==> src/rtl/button_event_pkg.sv <==
// button_event_pkg: shared channel FSM state encodings and counter sizing helper.
package button_event_pkg;

    typedef enum logic [1:0] {
        IDLE    = 2'd0,
        PRESSED = 2'd1,
        LONG    = 2'd2
    } state_t;

    function automatic int cnt_width(input int a, input int b);
        return $clog2(a > b ? a : b);
    endfunction

endpackage

==> src/rtl/button_event_chan.sv <==
// button_event_chan: one channel's press/release/long/repeat FSM with its hold counter.
module button_event_chan
    import button_event_pkg::*;
#(
    parameter int p_LONG_CLOCKS   = 2**24,
    parameter int p_REPEAT_CLOCKS = 2**22
) (
    input  logic i_clk,
    input  logic i_rst,
    input  logic i_sig,
    output logic o_press,
    output logic o_release,
    output logic o_long,
    output logic o_repeat,
    output logic o_held
);

    localparam int c_CNT_W = cnt_width(p_LONG_CLOCKS, p_REPEAT_CLOCKS);
    localparam logic [c_CNT_W-1:0] c_LONG_TC = c_CNT_W'(p_LONG_CLOCKS - 1);
    localparam logic [c_CNT_W-1:0] c_REP_TC  = c_CNT_W'(p_REPEAT_CLOCKS - 1);

    state_t               r_state, w_state_nxt;
    logic [c_CNT_W-1:0]   r_cnt, w_cnt_nxt;
    logic                 r_press, r_release, r_long, r_repeat, r_held;
    logic                 w_press, w_release, w_long, w_repeat;

    // Release is tested before the terminal counts so it wins a same-edge tie.
    always_comb begin
        w_state_nxt = r_state;
        w_cnt_nxt   = r_cnt;
        w_press     = 1'b0;
        w_release   = 1'b0;
        w_long      = 1'b0;
        w_repeat    = 1'b0;
        case (r_state)
            IDLE: begin
                if (i_sig) begin
                    w_state_nxt = PRESSED;
                    w_cnt_nxt   = '0;
                    w_press     = 1'b1;
                end
            end
            PRESSED: begin
                if (!i_sig) begin
                    w_state_nxt = IDLE;
                    w_cnt_nxt   = '0;
                    w_release   = 1'b1;
                end else if (r_cnt == c_LONG_TC) begin
                    w_state_nxt = LONG;
                    w_cnt_nxt   = '0;
                    w_long      = 1'b1;
                end else begin
                    w_cnt_nxt   = r_cnt + 1'b1;
                end
            end
            LONG: begin
                if (!i_sig) begin
                    w_state_nxt = IDLE;
                    w_cnt_nxt   = '0;
                    w_release   = 1'b1;
                end else if (r_cnt == c_REP_TC) begin
                    w_cnt_nxt   = '0;
                    w_repeat    = 1'b1;
                end else begin
                    w_cnt_nxt   = r_cnt + 1'b1;
                end
            end
            default: begin
                w_state_nxt = IDLE;
                w_cnt_nxt   = '0;
            end
        endcase
    end

    always_ff @(posedge i_clk) begin
        if (i_rst) begin
            r_state   <= IDLE;
            r_cnt     <= '0;
            r_press   <= 1'b0;
            r_release <= 1'b0;
            r_long    <= 1'b0;
            r_repeat  <= 1'b0;
            r_held    <= 1'b0;
        end else begin
            r_state   <= w_state_nxt;
            r_cnt     <= w_cnt_nxt;
            r_press   <= w_press;
            r_release <= w_release;
            r_long    <= w_long;
            r_repeat  <= w_repeat;
            r_held    <= (w_state_nxt != IDLE);
        end
    end

    assign o_press   = r_press;
    assign o_release = r_release;
    assign o_long    = r_long;
    assign o_repeat  = r_repeat;
    assign o_held    = r_held;

endmodule

==> src/rtl/button_event.sv <==
// button_event: p_PORT_WIDTH independent button event channels.
module button_event
    import button_event_pkg::*;
#(
    parameter int p_PORT_WIDTH    = 4,
    parameter int p_LONG_CLOCKS   = 2**24,
    parameter int p_REPEAT_CLOCKS = 2**22
) (
    input  logic                    i_clk,
    input  logic                    i_rst,
    input  logic [p_PORT_WIDTH-1:0] in_sig,
    output logic [p_PORT_WIDTH-1:0] on_press,
    output logic [p_PORT_WIDTH-1:0] on_release,
    output logic [p_PORT_WIDTH-1:0] on_long,
    output logic [p_PORT_WIDTH-1:0] on_repeat,
    output logic [p_PORT_WIDTH-1:0] on_held
);

    genvar i;
    generate
        for (i = 0; i < p_PORT_WIDTH; i++) begin : g_chan
            button_event_chan #(
                .p_LONG_CLOCKS   (p_LONG_CLOCKS),
                .p_REPEAT_CLOCKS (p_REPEAT_CLOCKS)
            ) u_chan (
                .i_clk     (i_clk),
                .i_rst     (i_rst),
                .i_sig     (in_sig[i]),
                .o_press   (on_press[i]),
                .o_release (on_release[i]),
                .o_long    (on_long[i]),
                .o_repeat  (on_repeat[i]),
                .o_held    (on_held[i])
            );
        end
    endgenerate

endmodule

==> config.mk <==
export PLATFORM = sky130hd
export DESIGN_NAME = button_event
export DESIGN_NICKNAME = d
export VERILOG_FILES = /design/src/rtl/button_event_pkg.sv /design/src/rtl/button_event_chan.sv /design/src/rtl/button_event.sv
export SDC_FILE = /design/constraint.sdc
export NUM_CORES = 1
export LEC_CHECK = 0
export ABC_AREA = 1
export BUFFER_PORTS_ARGS = -buffer_cell sky130_fd_sc_hd__buf_4
export CORE_MARGIN = 1
export CORE_UTILIZATION = 45
export CTS_CLUSTER_DIAMETER = 50
export DETAILED_ROUTE_END_ITERATION = 10
export GPL_TIMING_DRIVEN = 1
export MAX_ROUTING_LAYER = met4
export SLEW_MARGIN = 20
export SYNTH_ARGS = -nofsm -noshare
export SYNTH_HDL_FRONTEND = slang
export SYNTH_HIERARCHICAL = 1
export SYNTH_SLANG_ARGS = --single-unit
==> constraint.sdc <==
create_clock -name i_clk -period 1.8 [get_ports i_clk]
set_input_delay 0.18 -clock i_clk [delete_from_list [all_inputs] [get_ports i_clk]]
set_output_delay 0.18 -clock i_clk [all_outputs]
set_load 0.005 [all_outputs]
### Word-level counts from Yosys, hierarchy flattened

Index checks and enable logic that the tools add are counted.

| operators by class | value |
|---|---|
| bitwise gates (word level) | 20 |
| multiplexer cells | 60 |
| add/subtract/negate cells | 4 |
| reductions and logical operators | 28 |
| eq/ne operators | 20 |

Operators with widths:

| kind | number |
|---|---|
| $mux W24 | 20 |
| $pmux W24 S3 | 4 |
| $add A24 B1 Y24 const B | 4 |
| $eq A24 B22 Y1 const B | 4 |
| $eq A24 B24 Y1 const B | 4 |
| $mux W2 | 16 |
| $pmux W2 S3 | 4 |
| $reduce_or A2 Y1 | 12 |
| $reduce_or A3 Y1 | 8 |
| $not A1 Y1 | 20 |
| $mux W1 | 16 |
| $eq A2 B1 Y1 const B | 4 |
| $eq A2 B2 Y1 const B | 4 |
| $logic_not A2 Y1 | 4 |
| $ne A2 B2 Y1 const B | 4 |
| $reduce_bool A2 Y1 | 4 |

| storage, ports and cells | value |
|---|---|
| word-level logic and storage cells | 160 |
| output and inout port bits | 20 |
| register bits after elaboration | 124 |

### Longest topological paths before layout

| logic depth | value |
|---|---|
| depth after elaboration | 5 |
| depth in mapped cells | 11 |
| depth with buffers taken out | 11 |

### Modules after synthesis

Netlist, hierarchy kept.

By module, submodules not included:

| module | times used | sequential area each (µm²) | area each (µm²) | cells an instance |
|---|---|---|---|---|
| button_event_chan at g_chan[1].u_chan ... | 2 | 620.6 | 1994.4 | 317 |
| button_event_chan at g_chan[0].u_chan | 1 | 620.6 | 2008.2 | 314 |
| button_event_chan at g_chan[3].u_chan | 1 | 620.6 | 1976.9 | 323 |

### Worst setup path after synthesis

No wires, ideal clock.

| timing | value |
|---|---|
| kind | register -> register |
| start | reg g_chan[1].u_chan.r_cnt[0] |
| end | reg g_chan[1].u_chan.r_cnt[10] |
| arrival | 1.523 ns |
| setup slack | 0.145 ns |
| path buffers | 1 |
| period minus slack after synthesis | 1.655 ns |
| stages on the path, launching flop included | 12 |
| data required time | 1.668 ns |
| library setup time | 0.132 ns |
| cell sequence | dfxtp_1 -> ha_1 -> nand2_2 -> nor2_2 -> nand2_4 -> nor2_8 -> nand4_4 -> nand2_4 -> nand2_4 -> buf_6 -> nand2_1 -> a21oi_1 |

| between the ends | value |
|---|---|
| word-level cells in the longest chain between the ends | 4 |
| elaborated cells on any way between the ends | 8 |
| classes of those cells | add/sub: 1; eq/ne: 2; mux: 5 |

Ends and longest elaborated chain:

| item | RTL line | RTL |
|---|---|---|
| start, declared | button_event_chan.sv:23 | `logic [c_CNT_W-1:0] r_cnt, w_cnt_nxt;` |
| start signal, assigned | button_event_chan.sv:86 | `r_cnt <= w_cnt_nxt;` |
| $add A24 B1 Y24 (tied with other cells) | button_event_chan.sv:53, button_event_chan.sv:65 |  |
| $mux W24 (on tied branches) | button_event_chan.sv:61, button_event_chan.sv:48 |  |
| $mux W24 (on tied branches) | button_event_chan.sv:57, button_event_chan.sv:44 |  |
| $pmux W24 S3 (*) | button_event_chan.sv:35 | `case (r_state)` |

Mark *: on every way between the ends. The rest lies on a longest branch, timed or not.
A chain may end at the register's enable or synchronous reset.

### Worst setup path in the final report

| timing | value |
|---|---|
| start | reg g_chan[0].u_chan.r_state[0] |
| end | reg g_chan[0].u_chan.r_cnt[7] |

| between the ends | value |
|---|---|
| word-level cells in the longest chain between the ends | 2 |
| elaborated cells on any way between the ends | 5 |
| classes of those cells | eq/ne: 3; mux: 1; reduce/logical: 1 |

Ends and longest elaborated chain:

| item | RTL line | RTL |
|---|---|---|
| start, declared | button_event_chan.sv:22 | `state_t r_state, w_state_nxt;` |
| start signal, assigned | button_event_chan.sv:85 | `r_state <= w_state_nxt;` |
| $eq A2 B2 Y1 (tied with other cells) | button_event_chan.sv:35 |  |
| $pmux W24 S3 / $ne A2 B2 Y1 (equally long branches) | - |  |
| end signal, assigned | button_event_chan.sv:86 |  |
| end, declared | button_event_chan.sv:23 |  |

Parallel ways exist; a longest one is shown, timed or not.

==> flow_results.org <==
** Synthesis
- Number of storage elements in the synthesis netlist :: between 100 and 150
- After synthesis, the most frequently instantiated cells are 414 x sky130_fd_sc_hd__nand2_1, 214 x sky130_fd_sc_hd__nor2_1, 124 x sky130_fd_sc_hd__dfxtp_1, 121 x sky130_fd_sc_hd__a21oi_1, 115 x sky130_fd_sc_hd__inv_1.
- Synth area leader :: sky130_fd_sc_hd__dfxtp_1
- Yosys mapped a number of flops with a built-in enable equal to 0.
- Proportion of synthesized flip-flops having asynchronous set or reset :: 0%
- Count of mapped cells out of synthesis :: 1,271
- The most common cell in the synthesized netlist is sky130_fd_sc_hd__nand2_1.
- Average cell area after synthesis :: 6.27 µm²
- The number of nets handed over by synthesis was 1,297.
- Yosys warnings :: 6
- Most frequently used flop master after synthesis :: sky130_fd_sc_hd__dfxtp_1
- In this run the cell area of the synthesized design comes to roughly 8000 µm².
- By area the synthesized netlist is led by sky130_fd_sc_hd__dfxtp_1 31%, sky130_fd_sc_hd__nand2_1 19%, sky130_fd_sc_hd__nor2_1 10%, sky130_fd_sc_hd__a21oi_1 7.6%, sky130_fd_sc_hd__inv_1 5.4%.
- Sequential-to-total area share from yosys stat :: a little over 30%
- After synthesis, the netlist uses 34 different library cells.
- Of the post-synthesis cell area, the dominant cell type holds between 30% and 40%.

** Floorplan
- Floorplan die height :: 135 µm
- Die outline width :: 135 µm
- The total area inside the core boundary comes to between 15,000 and 20,000 µm².
- The initial utilization of the core area, before any placement, comes to between 40% and 50%.
- The die covers around 18,000 µm².
- In this run the count of I/O pins placed on the die edge is 26.
- After floorplanning, the core was divided into 48 placement rows.

** Worst setup path
- Critical Path Most Common Cell :: sky130_fd_sc_hd__inv_1
- Slowest cell on the critical path :: sky130_fd_sc_hd__dfxtp_2
- Largest driver fanout on the critical path :: 6
- R2R depth :: 11
- STA puts the critical path data arrival time at ~2.0 ns.
- STA puts the critical path data required time at about 2.2 ns.
- The critical path is of the reg -> reg type.
- Worst-path cell chain :: inv_1 > ha_1 > inv_1 > nor2_4 > clkinvlp_4 > buf_12 > o21ai_1 > o21ai_0 > inv_1 > nand2_2 > a21oi_1
- Reg-to-reg critical path startpoint :: g_chan[0].u_chan/r_state[0]$_SDFF_PP0_
- Count of buffering cells on the critical path with inverters included :: 5
- The endpoint identified for the worst register-to-register timing path is g_chan[0].u_chan/r_cnt[7]$_SDFFE_PP0P_.
- The worst setup path is captured at a flop.
- Critical Path Source Type :: flop
- For flop-to-flop paths, the worst setup slack is approximately 0.13 ns.
- Among cell families on the critical path, the largest total delay comes from buffers and inverters.
- In this design, the stage delay of the slowest critical-path cell is 0.36 ns.

** Global route
- Summed over all layers, the global routing overflow is 0.
- Across every metal layer, demand over resource in global routing totals 23.2%.
- The number of global-route vias before repair was a little over 7,000.
- Entering global routing, the biggest net connects 37 pins.
- The first global-routing pass estimated ~33,000 µm of wire.
- Initial antenna violation count :: 0

** Cells and area
- Final std cell area, no fill :: around 9500 µm²
- Ant diodes :: 0
- The net count of the finished layout is approximately 1,400.
- From synthesis to final layout, the design area changed by 19.1%.
- Layout fillers :: ~1,700
- The post-route netlist has about 16% of its cells at a drive strength greater than 1.

** Place
- At the placement stage, the worst setup path has a slack of roughly 0.014 ns.
- The congestion estimate from routability-driven global placement came to 0.876.
- During placement, the flow inserted port buffers numbering 25.
- Sum of net half-perimeters after detailed placement :: around 14,000 µm
- Post-place instance area :: a little under 9000 µm²

** Timing
- Clock period minus final worst setup slack :: 1.67 ns
- Worst-Margin Slew :: ~0.44 ns
- The total count of hold-check failures in the final report came to 0.
- Fin crit share :: 92.9%
- Max Freq :: approximately 0.6 GHz
- Setup slack on the critical path of the routed design comes to between 0.1 and 0.15 ns.
- Number of pins exceeding their max-slew limit in the final report :: 0
- Final setup violation count :: 0
- The clock arrives with roughly 0.0073 ns of skew.
- Relative slew slack :: 70.4%
- Setup repair after global routing could not meet its margin everywhere.

** Run status
- Run status :: completed

** Power
- Clock Power Share :: between 50% and 60%
- The share of total power dissipated in sequential elements is around 41%.
- Summed over all cells, the static leakage comes to around 3.6 nW.
- Internal Power :: about 5.2 mW
- Total power density per cell area :: ~720 nW/µm²
- Reported net switching power :: between 1.5 and 2 mW
- Combinational share of power :: 8.0%
- Net switching share of the total power :: 23.7%
- VDD sags by at most 0.664 mV.

** Hold path
- The startpoint identified for the worst hold timing path is i_rst.
- The worst hold path passes through 2 cells.
- Path class of the lowest-slack min-delay path :: in -> reg
- The path with the worst hold slack has its endpoint at g_chan[0].u_chan/o_press$_SDFF_PP0_.

** Clocking
- The later pin in the worst-skew pair is clocked with a latency of between 0.4 and 0.5 ns.
- Clock transition at the registers of the reported paths :: 0.06 ns
- CTS built an H-tree with a depth of 4.
- For this design, the sink count on the clock tree is roughly 120.
- CTS tree :: yes
- TritonCTS buffer count :: 17
- Clk buf depth :: 2
- Root Buffer :: sky130_fd_sc_hd__clkbuf_16

** Route
- Drt first pass iters :: 5
- After detailed routing, the average wire length per cell comes to ~12 µm.
- Via density :: 4.88
- Total length of routed wires :: just under 20,000 µm
- Post-route DRC violation count :: 0
- Via Count :: just under 8,000
- The detail route stage leaves a number of antenna-violating nets equal to 0.
- DR iter-0 viols :: about 570

** Flow run
- Across the run, the number of max-cap violations was 0.
==> power by group through the flow <==
stage / Combinational, mW / Clock, mW / Sequential [mW]
global placement: 0.498 / 0 / 2.85
finish: 0.546 / 3.48 / 2.79
global route: 0.607 / 3.71 / 2.79
CTS: 0.510 / 3.58 / 2.79
floorplan: 0.324 / 0 / 2.85
detailed placement: 0.501 / 0 / 2.85
==> through the flow <==
step / power (mW) / hold WS, ns / instances / util, % / setup TNS (ns)
floorplan: 3.17 / 0.258 / 1271 / - / 0
global placement: 3.35 / 0.396 / 1549 / 50.4 / 0
detailed placement: 3.35 / 0.393 / 1549 / 50.4 / 0
CTS: 6.88 / 0.187 / 1585 / 54.1 / 0
global route: 7.11 / 0.211 / 1593 / 54.9 / -0.0299
finish: 6.82 / 0.197 / 1593 / 54.9 / 0
==> layout make-up <==
cell class                      instances  area [µm²]  area share, %
Inverter                              121         462           4.86
Tap cell                              225         282           2.96
Timing Repair Buffer                  100         783           8.25
Multi-Input combinational cell        991        4900           51.6
Sequential cell                       124        2490           26.2
Clock inverter                          8         115           1.21
Clock buffer                           24         472           4.97
==> worst max path at each step <==
stage | startpoint | endpoint | slack, ns | cells after the start
floorplan | g_chan[1].u_chan/r_cnt[0]$_SDFFE_PP0P_ | g_chan[1].u_chan/r_cnt[10]$_SDFFE_PP0P_ | 0.14 | 11
global placement | g_chan[0].u_chan/r_state[0]$_SDFF_PP0_ | g_chan[0].u_chan/r_cnt[15]$_SDFFE_PP0P_ | 0.05 | 9
detailed placement | g_chan[2].u_chan/r_state[0]$_SDFF_PP0_ | g_chan[2].u_chan/r_cnt[7]$_SDFFE_PP0P_ | 0.01 | 11
CTS | g_chan[1].u_chan/r_state[1]$_SDFF_PP0_ | g_chan[1].u_chan/r_cnt[7]$_SDFFE_PP0P_ | 0.03 | 10
global route | g_chan[2].u_chan/r_state[0]$_SDFF_PP0_ | g_chan[2].u_chan/r_cnt[7]$_SDFFE_PP0P_ | -0.02 | 11
finish | g_chan[0].u_chan/r_state[0]$_SDFF_PP0_ | g_chan[0].u_chan/r_cnt[7]$_SDFFE_PP0P_ | 0.13 | 11
==> flip-flops by register name, summed over array words and instances (netlist names) <==
name	flops
g_chan.u_chan/o_release	4
g_chan.u_chan/o_held	4
g_chan.u_chan/r_state	8
g_chan.u_chan/o_press	4
g_chan.u_chan/o_long	4
g_chan.u_chan/r_cnt	96
g_chan.u_chan/o_repeat	4
==> cell usage in the layout (no fill, tap or decap), types with 4 or more instances in the layout <==
master and count:
sky130_fd_sc_hd__a21oi_1 121, sky130_fd_sc_hd__buf_4 93, sky130_fd_sc_hd__clkbuf_1 5, sky130_fd_sc_hd__clkbuf_16 17, sky130_fd_sc_hd__clkinv_2 5, sky130_fd_sc_hd__dfxtp_1 121
sky130_fd_sc_hd__dlygate4sd3_1 4, sky130_fd_sc_hd__ha_1 20, sky130_fd_sc_hd__inv_1 111, sky130_fd_sc_hd__inv_2 8, sky130_fd_sc_hd__nand2_1 414, sky130_fd_sc_hd__nand2_2 26
sky130_fd_sc_hd__nand2_4 10, sky130_fd_sc_hd__nand2_8 4, sky130_fd_sc_hd__nand3_1 47, sky130_fd_sc_hd__nand3b_1 5, sky130_fd_sc_hd__nand4_1 8, sky130_fd_sc_hd__nor2_1 209
sky130_fd_sc_hd__nor2_2 16, sky130_fd_sc_hd__nor2_4 16, sky130_fd_sc_hd__nor3_1 14, sky130_fd_sc_hd__nor3b_1 5, sky130_fd_sc_hd__o21ai_0 21, sky130_fd_sc_hd__o21ai_1 8
sky130_fd_sc_hd__xnor2_1 14, sky130_fd_sc_hd__xor2_1 10
==> cell families (layout without fill, tap and decap cells) <==
group,count (synthesis),in the layout,share of synthesized area (%)
simple gates,788,788,44.5
fa+ha+maj,20,20,3.14
buf+inv,156,253,8.27
xor+xnor,24,24,2.64
flops,124,124,31.1
compound gates,159,159,10.3
==> per-layer routing <==
| metal | vias up | wire length [µm] | global-route usage, % |
|---|---|---|---|
| li1 | 4144 | - | - |
| met3 | 15 | 705 | 4.99 |
| met2 | 123 | 8930 | 36.2 |
| met5 | - | 0 | - |
| met4 | 0 | 174 | 5.37 |
| met1 | 3485 | 9680 | 30.5 |
==> what timing repair did <==
action,in CTS,in global routing
setup buffers,0,8
pin swaps,0,2
endpoints found under the hold margin,4,0
setup endpoints to repair,1,89
hold buffers,4,0
gates cloned,0,0
gates resized for setup,1,20
No activity file was read; power rests on OpenSTA's default activity.
